[src/rtl/writeback_arbiter_pkg.sv]
// rtl/writeback_arbiter_pkg.sv - shared widths for the register-file writeback path
//
// Purpose: common datapath/register-index widths and the hardwired-zero
//          register index used by the writeback arbiter and its FIFO.
// Ports:   none (package).
package writeback_arbiter_pkg;

   localparam int XLEN   = 32;
   localparam int REG_AW = 5;
   localparam logic [REG_AW-1:0] REG_ZERO = 5'd0;

endpackage

[src/rtl/wb_fifo.sv]
// rtl/wb_fifo.sv - memory-result FIFO with per-entry destination visibility
//
// Purpose: holds memory/load results until the register-file port is free.
//          Exposes every slot's rd plus a valid mask so the top can answer
//          hazard queries against all in-flight entries.
// Ports:
//   clk, reset            clock, synchronous active-high reset
//   push, push_rd/_data   enqueue request (ignored while full)
//   pop                   dequeue request (ignored while empty)
//   full, empty, count    occupancy status, count runs 0..DEPTH
//   head_rd, head_data    oldest entry
//   ent_valid, ent_rd     per-slot valid mask and packed rd fields
module wb_fifo
   import writeback_arbiter_pkg::*;
#(
   parameter int DEPTH = 4,
   parameter int AW    = 2
) (
   input  logic                     clk,
   input  logic                     reset,
   input  logic                     push,
   input  logic [REG_AW-1:0]        push_rd,
   input  logic [XLEN-1:0]          push_data,
   input  logic                     pop,
   output logic                     full,
   output logic                     empty,
   output logic [AW:0]              count,
   output logic [REG_AW-1:0]        head_rd,
   output logic [XLEN-1:0]          head_data,
   output logic [DEPTH-1:0]         ent_valid,
   output logic [DEPTH*REG_AW-1:0]  ent_rd
);

   logic [REG_AW-1:0] rd_mem   [DEPTH];
   logic [XLEN-1:0]   data_mem [DEPTH];
   logic [AW-1:0]     wr_ptr_q, wr_ptr_d;
   logic [AW-1:0]     rd_ptr_q, rd_ptr_d;
   logic [AW:0]       count_q,  count_d;
   logic              push_ok;
   logic              pop_ok;

   assign full    = (count_q == (AW+1)'(DEPTH));
   assign empty   = (count_q == '0);
   assign count   = count_q;
   // Full is judged on the registered count, so a same-cycle pop never frees room.
   assign push_ok = push && !full;
   assign pop_ok  = pop && !empty;

   assign head_rd   = rd_mem[rd_ptr_q];
   assign head_data = data_mem[rd_ptr_q];

   always_comb begin
      wr_ptr_d = wr_ptr_q;
      rd_ptr_d = rd_ptr_q;
      count_d  = count_q;
      if (push_ok) wr_ptr_d = wr_ptr_q + AW'(1);
      if (pop_ok)  rd_ptr_d = rd_ptr_q + AW'(1);
      case ({push_ok, pop_ok})
         2'b10:   count_d = count_q + (AW+1)'(1);
         2'b01:   count_d = count_q - (AW+1)'(1);
         default: count_d = count_q;
      endcase
   end

   always_ff @(posedge clk) begin
      if (reset) begin
         wr_ptr_q <= '0;
         rd_ptr_q <= '0;
         count_q  <= '0;
      end else begin
         wr_ptr_q <= wr_ptr_d;
         rd_ptr_q <= rd_ptr_d;
         count_q  <= count_d;
      end
   end

   // Storage needs no reset: a slot is only observed once the valid mask covers it.
   always_ff @(posedge clk) begin
      if (push_ok) begin
         rd_mem[wr_ptr_q]   <= push_rd;
         data_mem[wr_ptr_q] <= push_data;
      end
   end

   // A slot is live when its distance from the read pointer is below the count.
   always_comb begin
      ent_valid = '0;
      ent_rd    = '0;
      for (int i = 0; i < DEPTH; i++) begin
         logic [AW-1:0] offset;
         offset       = AW'(i) - rd_ptr_q;
         ent_valid[i] = ({1'b0, offset} < count_q);
         ent_rd[i*REG_AW +: REG_AW] = rd_mem[i];
      end
   end

endmodule

[src/rtl/writeback_arbiter.sv]
// rtl/writeback_arbiter.sv - single register-file write port shared by ALU and memory results
//
// Purpose: ALU results always win the port and are never stalled; memory results
//          queue in wb_fifo and drain on cycles without an ALU result. Also
//          answers whether a register still has an unwritten result in flight.
// Ports:
//   clk, reset                      clock, synchronous active-high reset
//   alu_valid, alu_rd, alu_data     ALU result (no backpressure)
//   mem_valid, mem_ready,
//   mem_rd, mem_data                memory result handshake
//   query_reg, query_pending        combinational hazard query
//   fifo_count                      queued memory results
//   write_enable, write_reg,
//   write_data                      registered write port to registerFile
module writeback_arbiter
   import writeback_arbiter_pkg::*;
#(
   parameter int DEPTH = 4,
   parameter int AW    = 2
) (
   input  logic              clk,
   input  logic              reset,
   input  logic              alu_valid,
   input  logic [REG_AW-1:0] alu_rd,
   input  logic [XLEN-1:0]   alu_data,
   input  logic              mem_valid,
   output logic              mem_ready,
   input  logic [REG_AW-1:0] mem_rd,
   input  logic [XLEN-1:0]   mem_data,
   input  logic [REG_AW-1:0] query_reg,
   output logic              query_pending,
   output logic [AW:0]       fifo_count,
   output logic              write_enable,
   output logic [REG_AW-1:0] write_reg,
   output logic [XLEN-1:0]   write_data
);

   logic                     full;
   logic                     empty;
   logic                     push;
   logic                     pop;
   logic [REG_AW-1:0]        head_rd;
   logic [XLEN-1:0]          head_data;
   logic [DEPTH-1:0]         ent_valid;
   logic [DEPTH*REG_AW-1:0]  ent_rd;

   logic                     we_q, we_d;
   logic [REG_AW-1:0]        wr_q, wr_d;
   logic [XLEN-1:0]          wd_q, wd_d;

   assign mem_ready = !full;
   // Results for x0 complete the handshake but are dropped rather than queued.
   assign push = mem_valid && (mem_rd != REG_ZERO);
   // Any ALU result, even one targeting x0, owns the port for this cycle.
   assign pop  = !alu_valid && !empty;

   wb_fifo #(.DEPTH(DEPTH), .AW(AW)) u_fifo (
      .clk       (clk),
      .reset     (reset),
      .push      (push),
      .push_rd   (mem_rd),
      .push_data (mem_data),
      .pop       (pop),
      .full      (full),
      .empty     (empty),
      .count     (fifo_count),
      .head_rd   (head_rd),
      .head_data (head_data),
      .ent_valid (ent_valid),
      .ent_rd    (ent_rd)
   );

   always_comb begin
      we_d = 1'b0;
      wr_d = wr_q;
      wd_d = wd_q;
      if (alu_valid) begin
         we_d = (alu_rd != REG_ZERO);
         wr_d = alu_rd;
         wd_d = alu_data;
      end else if (!empty) begin
         we_d = 1'b1;
         wr_d = head_rd;
         wd_d = head_data;
      end
   end

   always_ff @(posedge clk) begin
      if (reset) begin
         we_q <= 1'b0;
         wr_q <= '0;
         wd_q <= '0;
      end else begin
         we_q <= we_d;
         wr_q <= wr_d;
         wd_q <= wd_d;
      end
   end

   assign write_enable = we_q;
   assign write_reg    = wr_q;
   assign write_data   = wd_q;

   // The output register counts as in flight until registerFile commits it.
   always_comb begin
      query_pending = 1'b0;
      if (query_reg != REG_ZERO) begin
         for (int i = 0; i < DEPTH; i++) begin
            if (ent_valid[i] && (ent_rd[i*REG_AW +: REG_AW] == query_reg))
               query_pending = 1'b1;
         end
         if (we_q && (wr_q == query_reg))
            query_pending = 1'b1;
      end
   end

endmodule

[config.mk]
export PLATFORM = sky130hd
export DESIGN_NAME = writeback_arbiter
export DESIGN_NICKNAME = d
export VERILOG_FILES = /design/src/rtl/writeback_arbiter_pkg.sv /design/src/rtl/wb_fifo.sv /design/src/rtl/writeback_arbiter.sv
export SDC_FILE = /design/constraint.sdc
export NUM_CORES = 1
export LEC_CHECK = 0
export BUFFER_PORTS_ARGS = -buffer_cell sky130_fd_sc_hd__buf_4
export CORE_ASPECT_RATIO = 1.25
export CORE_MARGIN = 5
export CORE_UTILIZATION = 55
export DETAILED_ROUTE_END_ITERATION = 8
export GPL_TIMING_DRIVEN = 0
export PLACE_DENSITY = 0.78
export RECOVER_POWER = 25
export SKIP_CTS_REPAIR_TIMING = 1
export SYNTH_ARGS = -nofsm -noshare
export SYNTH_HDL_FRONTEND = slang
export SYNTH_SLANG_ARGS = --single-unit
[constraint.sdc]
create_clock -name clk -period 7.7 [get_ports clk]
set_clock_uncertainty 0.1 [all_clocks]
set_input_delay 1.54 -clock clk [delete_from_list [all_inputs] [get_ports clk]]
set_output_delay 1.54 -clock clk [all_outputs]
set_load 0.02 [all_outputs]
-- Yosys cells after proc, flatten, opt, wreduce, memory -nomap -nowiden
Memories as Yosys holds them, arrays and structs flattened. A register that Yosys moved wholly into a read port is not among the register bits.
Index checks and enable logic that the tools add are counted.
- flip-flop bits (word level): 45
- memory bits (writable): 148
- word-level logic and storage cells: 65
- memories kept: 2
- memories (memory ; words ; bits a word ; rd ports ; clocked after Yosys merged registers in ; wr ports ; RTL line ; RTL):
    u_fifo.data_mem ; 4 ; 32 ; 1 ; 1 ; 1 ; wb_fifo.sv:35 ; logic [XLEN-1:0] data_mem [DEPTH];
    u_fifo.rd_mem ; 4 ; 5 ; 5 ; 1 ; 1 ; wb_fifo.sv:34 ; logic [REG_AW-1:0] rd_mem [DEPTH];
- $add $sub $neg: 8
- order comparisons: 4
- equal/unequal tests: 9
- mux-type cells: 19
- reductions and logical operators: 17
- operators with widths (kind ; number):
    $mux 32 ; 2
    $eq 5x5->1 ; 5
    $reduce_bool 5->1 ; 3
    $lt 2x3->1 ; 4
    $mux 1 ; 10
    $mux 5 ; 2
    $logic_and 1x1->1 ; 9
    $mux 2 ; 4
    $pmux 3 s2 ; 1
    $add 2x1->2 const B ; 2
    $sub 1x2->2 const A ; 2
    $sub 2x2->2 const A ; 2
    $add 3x1->3 const B ; 1
    $eq 3x3->1 const B ; 1
    $logic_not 1->1 ; 3
    $logic_not 3->1 ; 1
    $sub 3x1->3 const B ; 1
    $eq 2x1->1 const B ; 1
    $eq 2x2->1 const B ; 1
    $ne 2x2->1 const B ; 1
    $reduce_bool 2->1 ; 1

-- Longest topological paths before layout
Gate-level depths: netlist of the first run.
- word-level depth: 9
- mapped depth: 10

-- By module
Synthesis of the first run repeated with hierarchy kept, for this count alone.
- cells, all modules: 520
- area, all modules: 8062.7 µm²
- modules (own cells, without submodules) (module ; instances ; cells an instance ; area each (µm²) ; sequential area each (µm²)):
    wb_fifo ; 1 ; 265 ; 5978.2 ; 4624.4
    writeback_arbiter ; 1 ; 255 ; 2084.5 ; 760.7

-- Worst setup path after synthesis of the first run
Ideal clock, no wire load.
- kind: input port to output port
- start: input port query_reg[2]
- end: output port query_pending
- arrival time: 2830 ps
- required time: 6060 ps
- setup slack: 3230 ps
- stages: 6
- buffers on the path: 1
- cell sequence: clkbuf_1 xor2_1 a2111oi_0 a22oi_1 o31a_1 a21oi_1
- longest elaborated chain between the ends: 8
- elaborated cells on any way between the ends: 17
- those cells by class: 5 x eq/ne; 6 x mux; 6 x reduce/logical
- RTL lines (item ; RTL line ; RTL):
    from (decl) ; writeback_arbiter.sv:30 ; input logic [REG_AW-1:0] query_reg,
    $eq 5x5->1 ; writeback_arbiter.sv:109 ; if (ent_valid[i] && (ent_rd[i*REG_AW +: REG_AW] == query_reg))
    $logic_and 1x1->1 ; writeback_arbiter.sv:109 ;
    $mux 1 (4 in series) ; writeback_arbiter.sv:109 ;
    $mux 1 ; writeback_arbiter.sv:112 ; if (we_q && (wr_q == query_reg))
    $mux 1 * ; writeback_arbiter.sv:107 ; if (query_reg != REG_ZERO) begin
    to (decl) ; writeback_arbiter.sv:31 ; output logic query_pending,
Mark *: on every way between the ends. The rest lies on a longest branch, timed or not.

-- Final worst setup path of the first run
Same ends and word-level chain as after synthesis.

==> results.md, run 1 <==
- In this run the critical register-to-register path is captured at u_fifo.count[2].
- The first-pass GRT wire length is ~27,000 µm.
- The core area is 14,300 µm².
- The final antenna diode count is 0.
- The largest fanout of any net on the critical path is 6.
- The number of cells on the worst reg-to-reg path is 10.
- The worst hold path belongs to the class flip-flop to flip-flop.
- For this design the static power due to leakage is 3.61 nW.
- The number of flops mapped to enable cells by yosys is 148.
- The fraction of synthesized area in multiplexers is 0.205.
- The worst setup path is launched from a primary input.
- The filler-free cell count of the finished design is 799.
- The pin count of the biggest net entering global routing is 26.
- Dividing the detail-routed wire length by the instance count gives 21.3 µm.
- Summing all placed instances gives a cell area of 9230 µm².
- The pin slew with the least headroom to its limit is 0.666 ns.
- The launch point of the worst path is query_reg[2].
- Grouping stages by cell kind, the critical path spends the most delay in compound AO/OA/AOI/OAI gates.
- The clock-pin transition on the worst setup and hold timing paths is 0.07 ns.
- The number of nets produced by synthesis is 559.
- The floorplan step set the die width to ~120 µm.
- The routability congestion estimate from global placement is 0.829.
- The detailed-route wire length is ~17,000 µm.
- Counting I/O delays and the setup requirement, the final critical path takes between 4 and 5 ns.
- The start-to-end type of the worst setup path is primary input to primary output.
- The type of destination of the critical path is a primary output.
- Data on the critical path is required at its endpoint by 6.06 ns.
- The dominant cell type by area after synthesis is sky130_fd_sc_hd__edfxtp_1.
- For this configuration, the core starts out at a cell density of 0.559.
- The aggregate negative setup slack is 0 ns.
- The tree is rooted in a sky130_fd_sc_hd__clkbuf_16.
- The count of nets left with antenna violations once routing finished came out at 0.
- The die area is 17,100 µm².
- Counting every sink on the clock net gives 195.
- In this design, the stage delay of the slowest critical-path cell is approximately 0.45 ns.
- The detailed router finished its first iteration with just over 300 violations.
- The count of final max-slew check failures is 0.
- The post-synthesis compound-gate area fraction is 0.0145.
- The run finished with clean final reports.
- The max-cap check violation count is 0.
- Together, buffers and inverters on the worst path number 2.
- The worst slew margin relative to its limit is 0.556.
- The finished layout cell area is 9710 µm².
- The final clock period utilization by the worst path is 0.603.
- For this run, asynchronously set or reset flops after synthesis account for 0.
- Of the total synthesized cell area, the portion taken by XOR and XNOR cells is 0.0338.
- The residual overflow from global routing is 0.
- Synthesis produced a netlist whose cell count is roughly 470.
- The cell with the largest stage delay on the worst path is sky130_fd_sc_hd__a2111oi_0.
- The peak supply drop is 0.234 mV.
- The first TritonRoute pass finished after 5 iterations.
- Across all hold checks on the routed design, the worst slack comes to 0.428 ns.
- Yosys printed 0 warnings.
- For this run, the register share of the synthesized area comes to 0.671.
- The detailed router placed around 4,500 vias in this run.
- The mapped cell area is 8030 µm².
- The flip-flop count of the largest register after layout is 128.
- The ratio of routed vias to standard cells is 5.60.
- The critical path runs through a total of 7 cells.
- The maximum clock path buffer count is 2.
- The total setup violations reported at the end of the flow is 0.
- Of the total synthesized cell area, the portion taken by full adders, half adders and majority gates is 0.0165.
- The count of port buffers added during placement is 119.
- The fraction of synthesized cell area taken by the top area cell type is 0.554.
- The startpoint identified for the worst register-to-register timing path is u_fifo.count[2].
- Dividing the synthesized area by the synthesized cell count gives 17.2 µm².
- At the worst endpoint, the arrival time is 3.01 ns.
- The number of placement rows is 49.
- The number of cells in the design after placement is 767.
- The worst hold path passes through 2 cells.
- The post-synthesis to final-layout area growth is 21.0%.
- After synthesis, the largest family of logic cells by area is multiplexers.
- The die is 145 µm tall.
- The via count of the first global-routing pass is 4,972.
- The H-tree was split into 4 levels.
- The initial antenna violation count was 0.
- In the final layout, the share of cells above drive strength 1 is 0.340.
- By area the synthesized netlist is led by sky130_fd_sc_hd__edfxtp_1, sky130_fd_sc_hd__dfxtp_1, sky130_fd_sc_hd__mux4_2.
- For the worst-skew pair, the clock arrives at the later sink with an insertion delay of 0.42 ns.
- Setup repair after global routing left no endpoint under its margin.
- The number of clock buffers inserted by TritonCTS is 17.
- TritonCTS built the clock tree.
- Measured on the finished design, the core utilization comes to 0.677.
- For this run, the top clock speed supported by timing is 215 MHz.
- The power per cell area is 335 nW/µm².
- The final number of hold-violating endpoints is 0.
- The DRC violation count after routing is 0.
- u_fifo.data_mem holds more flip-flops than any other register.
- Across every metal layer, demand over resource in global routing totals 0.204.
- The dominant register cell in the synthesized netlist is sky130_fd_sc_hd__edfxtp_1.
- Of the total synthesized cell area, the portion taken by AND, OR, NAND and NOR gates is 0.0359.
- At the end of the flow, the number of nets in the layout was around 700.
- Once detailed placement completed, the half-perimeter wirelength came to approximately 12,000 µm.
- The flip-flop and latch count after synthesis is 195.
- The signal on the critical path passes through clkbuf_1 -> xor2_1 -> a2111oi_0 -> a22oi_1 -> o31a_1 -> a21oi_1 -> buf_4.
- 126 I/O pins were placed.
- The worst register-to-register path has a setup slack of 4.72 ns.
- The count of different cell masters after synthesis is 36.
- Following the worst setup path forward leads to its endpoint at query_pending.
[logic make-up (layout without fill, tap and decap cells)]
family,after synthesis,count (layout)
AOI/OAI and AO/OA,17,17
buffers and inverters,35,190
xor gates and xnor gates,31,31
adders and majority gates,10,10
and+or+nand+nor,67,67
DFF,195,195
muxes,111,111
[layer usage]
layer / vias up / share of wire / track usage
met1: 2232 / 0.37 / 0.238
met3: 29 / 0.053 / 0.0455
met2: 140 / 0.55 / 0.365
met4: 0 / 0.026 / 0.0815
li1: 2075 / - / -
met5: - / 0 / 0
[how the worst min path moves through the flow]
stage	startpoint	end	slack [ns]
after floorplan	u_fifo.wr_ptr_q[1]	u_fifo.wr_ptr_q[1]	0.37
after global placement	u_fifo.wr_ptr_q[1]	u_fifo.wr_ptr_q[1]	0.38
after detailed placement	u_fifo.wr_ptr_q[1]	u_fifo.wr_ptr_q[1]	0.41
after CTS	u_fifo.wr_ptr_q[1]	u_fifo.wr_ptr_q[1]	0.42
after global routing	u_fifo.wr_ptr_q[1]	u_fifo.wr_ptr_q[1]	0.43
final	u_fifo.wr_ptr_q[1]	u_fifo.wr_ptr_q[1]	0.43
[cells in the mapped netlist (2+ instances only)]
library cell	number
sky130_fd_sc_hd__nor2_1	48
sky130_fd_sc_hd__clkbuf_1	11
sky130_fd_sc_hd__mux4_1	7
sky130_fd_sc_hd__mux2_2	37
sky130_fd_sc_hd__inv_1	9
sky130_fd_sc_hd__mux4_2	30
sky130_fd_sc_hd__buf_6	5
sky130_fd_sc_hd__a2111oi_0	2
sky130_fd_sc_hd__a21oi_1	7
sky130_fd_sc_hd__edfxtp_1	148
sky130_fd_sc_hd__nand2_1	4
sky130_fd_sc_hd__mux2i_1	37
sky130_fd_sc_hd__xor2_1	19
sky130_fd_sc_hd__nor3_1	2
sky130_fd_sc_hd__dfxtp_1	47
sky130_fd_sc_hd__ha_1	9
sky130_fd_sc_hd__or4_1	2
sky130_fd_sc_hd__and2_1	4
sky130_fd_sc_hd__buf_2	8
sky130_fd_sc_hd__nor4_1	2
sky130_fd_sc_hd__xnor2_1	12
sky130_fd_sc_hd__buf_4	2
[where the power goes]
part / internal, W / switching [W]
clock network: 0.000500 / 0.000355
logic: 0.000540 / 0.000513
registers: 0.00128 / 0.0000658
[worst reg2reg max path, cell delays in order (launching register included)]
cell,delay (ns)
sky130_fd_sc_hd__dfxtp_1,0.48
sky130_fd_sc_hd__nor3_1,0.14
sky130_fd_sc_hd__buf_2,0.25
sky130_fd_sc_hd__buf_4,0.24
sky130_fd_sc_hd__nor2_1,0.38
sky130_fd_sc_hd__ha_1,0.27
sky130_fd_sc_hd__inv_1,0.06
sky130_fd_sc_hd__fa_1,0.37
sky130_fd_sc_hd__xor2_1,0.16
sky130_fd_sc_hd__or3_1,0.31
sky130_fd_sc_hd__a21oi_1,0.14
[cell usage in the layout, fill, tap and decap left out, drive strengths merged]
| cell type | Yosys | layout |
|---|---|---|
| nand2b | 1 | 1 |
| ha | 9 | 9 |
| nor3 | 2 | 2 |
| inv | 9 | 10 |
| nand3 | 1 | 1 |
| a21oi | 7 | 7 |
| clkinv | 0 | 5 |
| or3 | 1 | 1 |
| mux4 | 37 | 37 |
| edfxtp | 148 | 148 |
| a311oi | 1 | 1 |
| o21ai | 1 | 1 |
| xnor2 | 12 | 12 |
| nand4 | 1 | 1 |
| mux2 | 37 | 37 |
| and2 | 4 | 4 |
| bufinv | 0 | 1 |
| nand2 | 4 | 4 |
| a22oi | 1 | 1 |
| a2111oi | 2 | 2 |
| mux2i | 37 | 37 |
| o211a | 1 | 1 |
| buf | 15 | 111 |
| nor4 | 2 | 2 |
| o31a | 1 | 1 |
| clkbuf | 11 | 63 |
| a221oi | 1 | 1 |
| fa | 1 | 1 |
| o2111ai | 1 | 1 |
| xor2 | 19 | 19 |
| nor2b | 1 | 1 |
| nor2 | 48 | 48 |
| a31oi | 1 | 1 |
| or4 | 2 | 2 |
| dfxtp | 47 | 47 |
[cell type report]
class                           count  area [µm²]
Fill cell                         987        4640
Tap cell                          178         223
Inverter                            9        33.8
Buffer                             26         153
Multi-Input combinational cell    236        2460
Sequential cell                   195        5390
Clock buffer                       25         517
Clock inverter                      7        67.6
Timing Repair Buffer              123         872
[stage by stage]
step           power (W)  setup slack (ns)
2_1_floorplan    0.00210              3.23
3_3_place_gp     0.00238              3.05
3_5_place_dp     0.00243              3.12
4_1_cts          0.00329              3.10
5_1_grt          0.00341              2.99
6_report         0.00325              3.05
No activity file was read; power rests on OpenSTA's default activity.
==> inputs of run 2 (changes only) <==
--- a/config.mk
+++ b/config.mk
@@ -8,10 +8,10 @@
 export BUFFER_PORTS_ARGS = -buffer_cell sky130_fd_sc_hd__buf_4
 export CORE_ASPECT_RATIO = 1.25
 export CORE_MARGIN = 5
-export CORE_UTILIZATION = 55
+export CORE_UTILIZATION = 51
 export DETAILED_ROUTE_END_ITERATION = 8
 export GPL_TIMING_DRIVEN = 0
-export PLACE_DENSITY = 0.78
+export PLACE_DENSITY = 0.76
 export RECOVER_POWER = 25
 export SKIP_CTS_REPAIR_TIMING = 1
 export SYNTH_ARGS = -nofsm -noshare
==> constraint.sdc (replaced) <==
create_clock -name clk -period 3.9 [get_ports clk]
set_clock_uncertainty 0.1 [all_clocks]
set_input_delay 0.78 -clock clk [delete_from_list [all_inputs] [get_ports clk]]
set_output_delay 0.78 -clock clk [all_outputs]
set_load 0.02 [all_outputs]
==> run 2 against run 1 <==
Compared with the run above:
- sequential share of layout area decreased by 0.33 points
- worst hold slack got worse by 0.013 ns
- sequential power increased by 98%
- highest routed layer unchanged
- largest cell class unchanged
- wire length decreased by 0.32%
- total power increased by 99%
- core utilization decreased by 4.7 points
- first-iteration DRC count decreased by 20%
- die area increased by 7.2%
- setup slack got worse by 2.3 ns
==> results.md, run 2 (same netlist as run 1, synthesis figures left out) <==
- Max-cap violations in this run came to 0.
- The critical path goes through inv_1 -> ha_1 -> a221oi_1 -> a22oi_1 -> o31a_1 -> a21oi_1 -> buf_4.
- The routed design has between 15,000 and 20,000 µm of wire.
- The floorplan has roughly 50 rows.
- At the worst endpoint, the arrival time is between 2 and 2.5 ns.
- The startpoint class of the critical path is a flip-flop.
- The met3 routed wirelength is about 860 µm.
- The type of destination of the critical path is a primary output.
- The via count of the first global-routing pass is slightly below 5,000.
- TritonCTS built the clock tree.
- For the pin with the worst max-slew slack, the measured transition is roughly 0.62 ns.
- The clock passes through at most 2 buffers.
- The routability congestion estimate from global placement is 0.851.
- The run finished with clean final reports.
- The number of clock buffers inserted by TritonCTS is 17.
- Setup repair after global routing left no endpoint under its margin.
- The area growth from synthesis to layout is 21.7%.
- The number of cells in the design after placement is 801.
- The leakage power is 3.61 nW.
- For this run, the slowest stage of the critical path takes 0.38 ns.
- For this design, the slowest cell found on the critical path is sky130_fd_sc_hd__dfxtp_1.
- The largest fanout of any net on the critical path is 6.
- VDD sags by at most roughly 0.33 mV.
- For this design, the sink count on the clock tree is 195.
- The worst min-delay path class is flip-flop to flip-flop.
- For this design the top-level I/O count stands at 126.
- The total number of nets in the final design is approximately 700.
- The first global-routing pass estimated 26,400 µm of wire.
- The clock latency on the worst-skew pair is ~0.42 ns.
- The initial antenna violation count came to 0.
- The clock-pin transition on the worst setup and hold timing paths is approximately 0.06 ns.
- Buffers placed on the I/O ports in this run total between 100 and 150.
- For this run, design rule violations remaining after detail routing come to 0.
- The worst slew margin relative to its limit is 0.584.
- u_fifo.data_mem holds more flip-flops than any other register.
- Dividing total power by cell area gives a power density of 663 nW/µm².
- The ratio of routed vias to standard cells is 5.38.
- The count of final max-slew check failures is 0.
- The routed layout has 4,473 vias.
- In the final layout, flip-flops and latches occupy 5390 µm².
- The residual overflow from global routing is 0.
- The final antenna diode count is 0.
- The final number of hold-violating endpoints was 0.
- The multi-input combinational cells in the finished layout cover a total of 2460 µm².
- The number of H-tree levels is 4.
- The number of routed nets with antenna violations is 0.
- Counting I/O delays and the setup requirement, the final critical path takes ~3.1 ns.
- Entering global routing, the biggest net connects 27 pins.
- The critical path is of the flip-flop to primary output type.
- The library cells used most frequently in the layout, excluding fill and tap cells, are sky130_fd_sc_hd__edfxtp_1, sky130_fd_sc_hd__buf_4, sky130_fd_sc_hd__nor2_1.
- The starting density of the core is 0.518.
- The utilization after layout is 0.630.
- For this run, the detailed router's first-pass iteration total came to 4.
- The number of inserted filler cells in the final layout is 1,137.
- Of the cells placed in the final design, the portion with a size suffix greater than 1 is 0.344.
- Broken down by cell family, the worst path's largest delay share belongs to compound AO/OA/AOI/OAI gates.
- The detailed router used layers up to and including met4.
- The half-perimeter wire length of the detailed placement result is 11,900 µm.
- The floorplan step set the die width to 122 µm.
- In the final timing run, aggregate negative setup slack is 0 ns.
- The flip-flop count of the largest register after layout is 128.
- The clock root buffer is sky130_fd_sc_hd__clkbuf_16.
- After detailed routing, the met2 layer carries 9400 µm of wire.
- The average detailed-routed wire length per instance is between 20 and 25 µm.
- The die area is 18,400 µm².
- In this run the standard cell core region covers between 15,000 and 20,000 µm².
- For this block, the initial DRC count from the detailed router was between 200 and 250.
- The most common cell after layout, fill and taps aside is sky130_fd_sc_hd__edfxtp_1.
- The die span in y is between 150 and 200 µm.
- Once layout is complete, the cells apart from fillers number 832.
- For this block, wires on met1 add up to about 6300 µm.
- Summing internal, switching and leakage power gives ~0.0065 W.
- The final clock period utilization by the worst path is 0.802.
- The top achievable clock speed is about 320 MHz.
- Setup violations remaining at the end of the flow were counted as 0.
- The worst path required time is 3.02 ns.
- The total global-route track usage is 0.196.
- The critical path contains buffers and inverters numbering 2 combined.
run 2: cell types whose count changed in the layout (fill, tap and decap cells not counted), sizes merged:
cell,previous run,this run
inv,10,13
clkbuf,63,56
buf,111,112
bufinv,1,3
clkinv,5,4
clkinvlp,0,1
run 2: per-stage QoR:
| step | cell area, µm² | worst slack, ns | hold slack, ns |
|---|---|---|---|
| CTS | 9870 | 0.780 | 0.415 |
| detailed placement | 9270 | 0.606 | 0.406 |
| finish | 9770 | 0.771 | 0.415 |
| global route | 9770 | 0.636 | 0.450 |
| global placement | 9190 | 0.499 | 0.378 |
| floorplan | 8030 | 0.950 | 0.369 |
run 2: path summary, 6_finish.rpt:
| kind | to | depth (start not counted) | startpoint | slack [ns] |
|---|---|---|---|---|
| max | query_pending | 7 | u_fifo.count[1] | 0.77 |
| max reg2reg | u_fifo.count[2] | 10 | u_fifo.count[2] | 1.09 |
| min reg2reg | u_fifo.wr_ptr_q[1] | 2 | u_fifo.wr_ptr_q[1] | 0.41 |
| min | u_fifo.wr_ptr_q[1] | 2 | u_fifo.wr_ptr_q[1] | 0.41 |
run 2: power by group:
part / switching (W) / internal (W)
Sequential: 0.000129 / 0.00252
Combinational: 0.00100 / 0.00106
Clock: 0.000737 / 0.00103
run 2: tightest hold or removal path, cell delays in order (launching register included):
cell,delay (ns)
sky130_fd_sc_hd__dfxtp_1,0.34
sky130_fd_sc_hd__nand2_1,0.07
sky130_fd_sc_hd__a21oi_1,0.06
run 2: routing by layer:
layer,track usage,vias up
li1,-,2062
met1,0.224,2250
met2,0.356,137
met3,0.0410,24
met4,0.0779,0
met5,0,-
run 2: area by class of cell:
type                    instances  area share
flip-flops and latches        195       0.551
multi-input cells             236       0.252
repair buffers                123      0.0897
clock buffers                  19      0.0453
well taps                     212      0.0272
clock inverters                12      0.0156
plain buffers                  26      0.0156
inverters                       9     0.00346
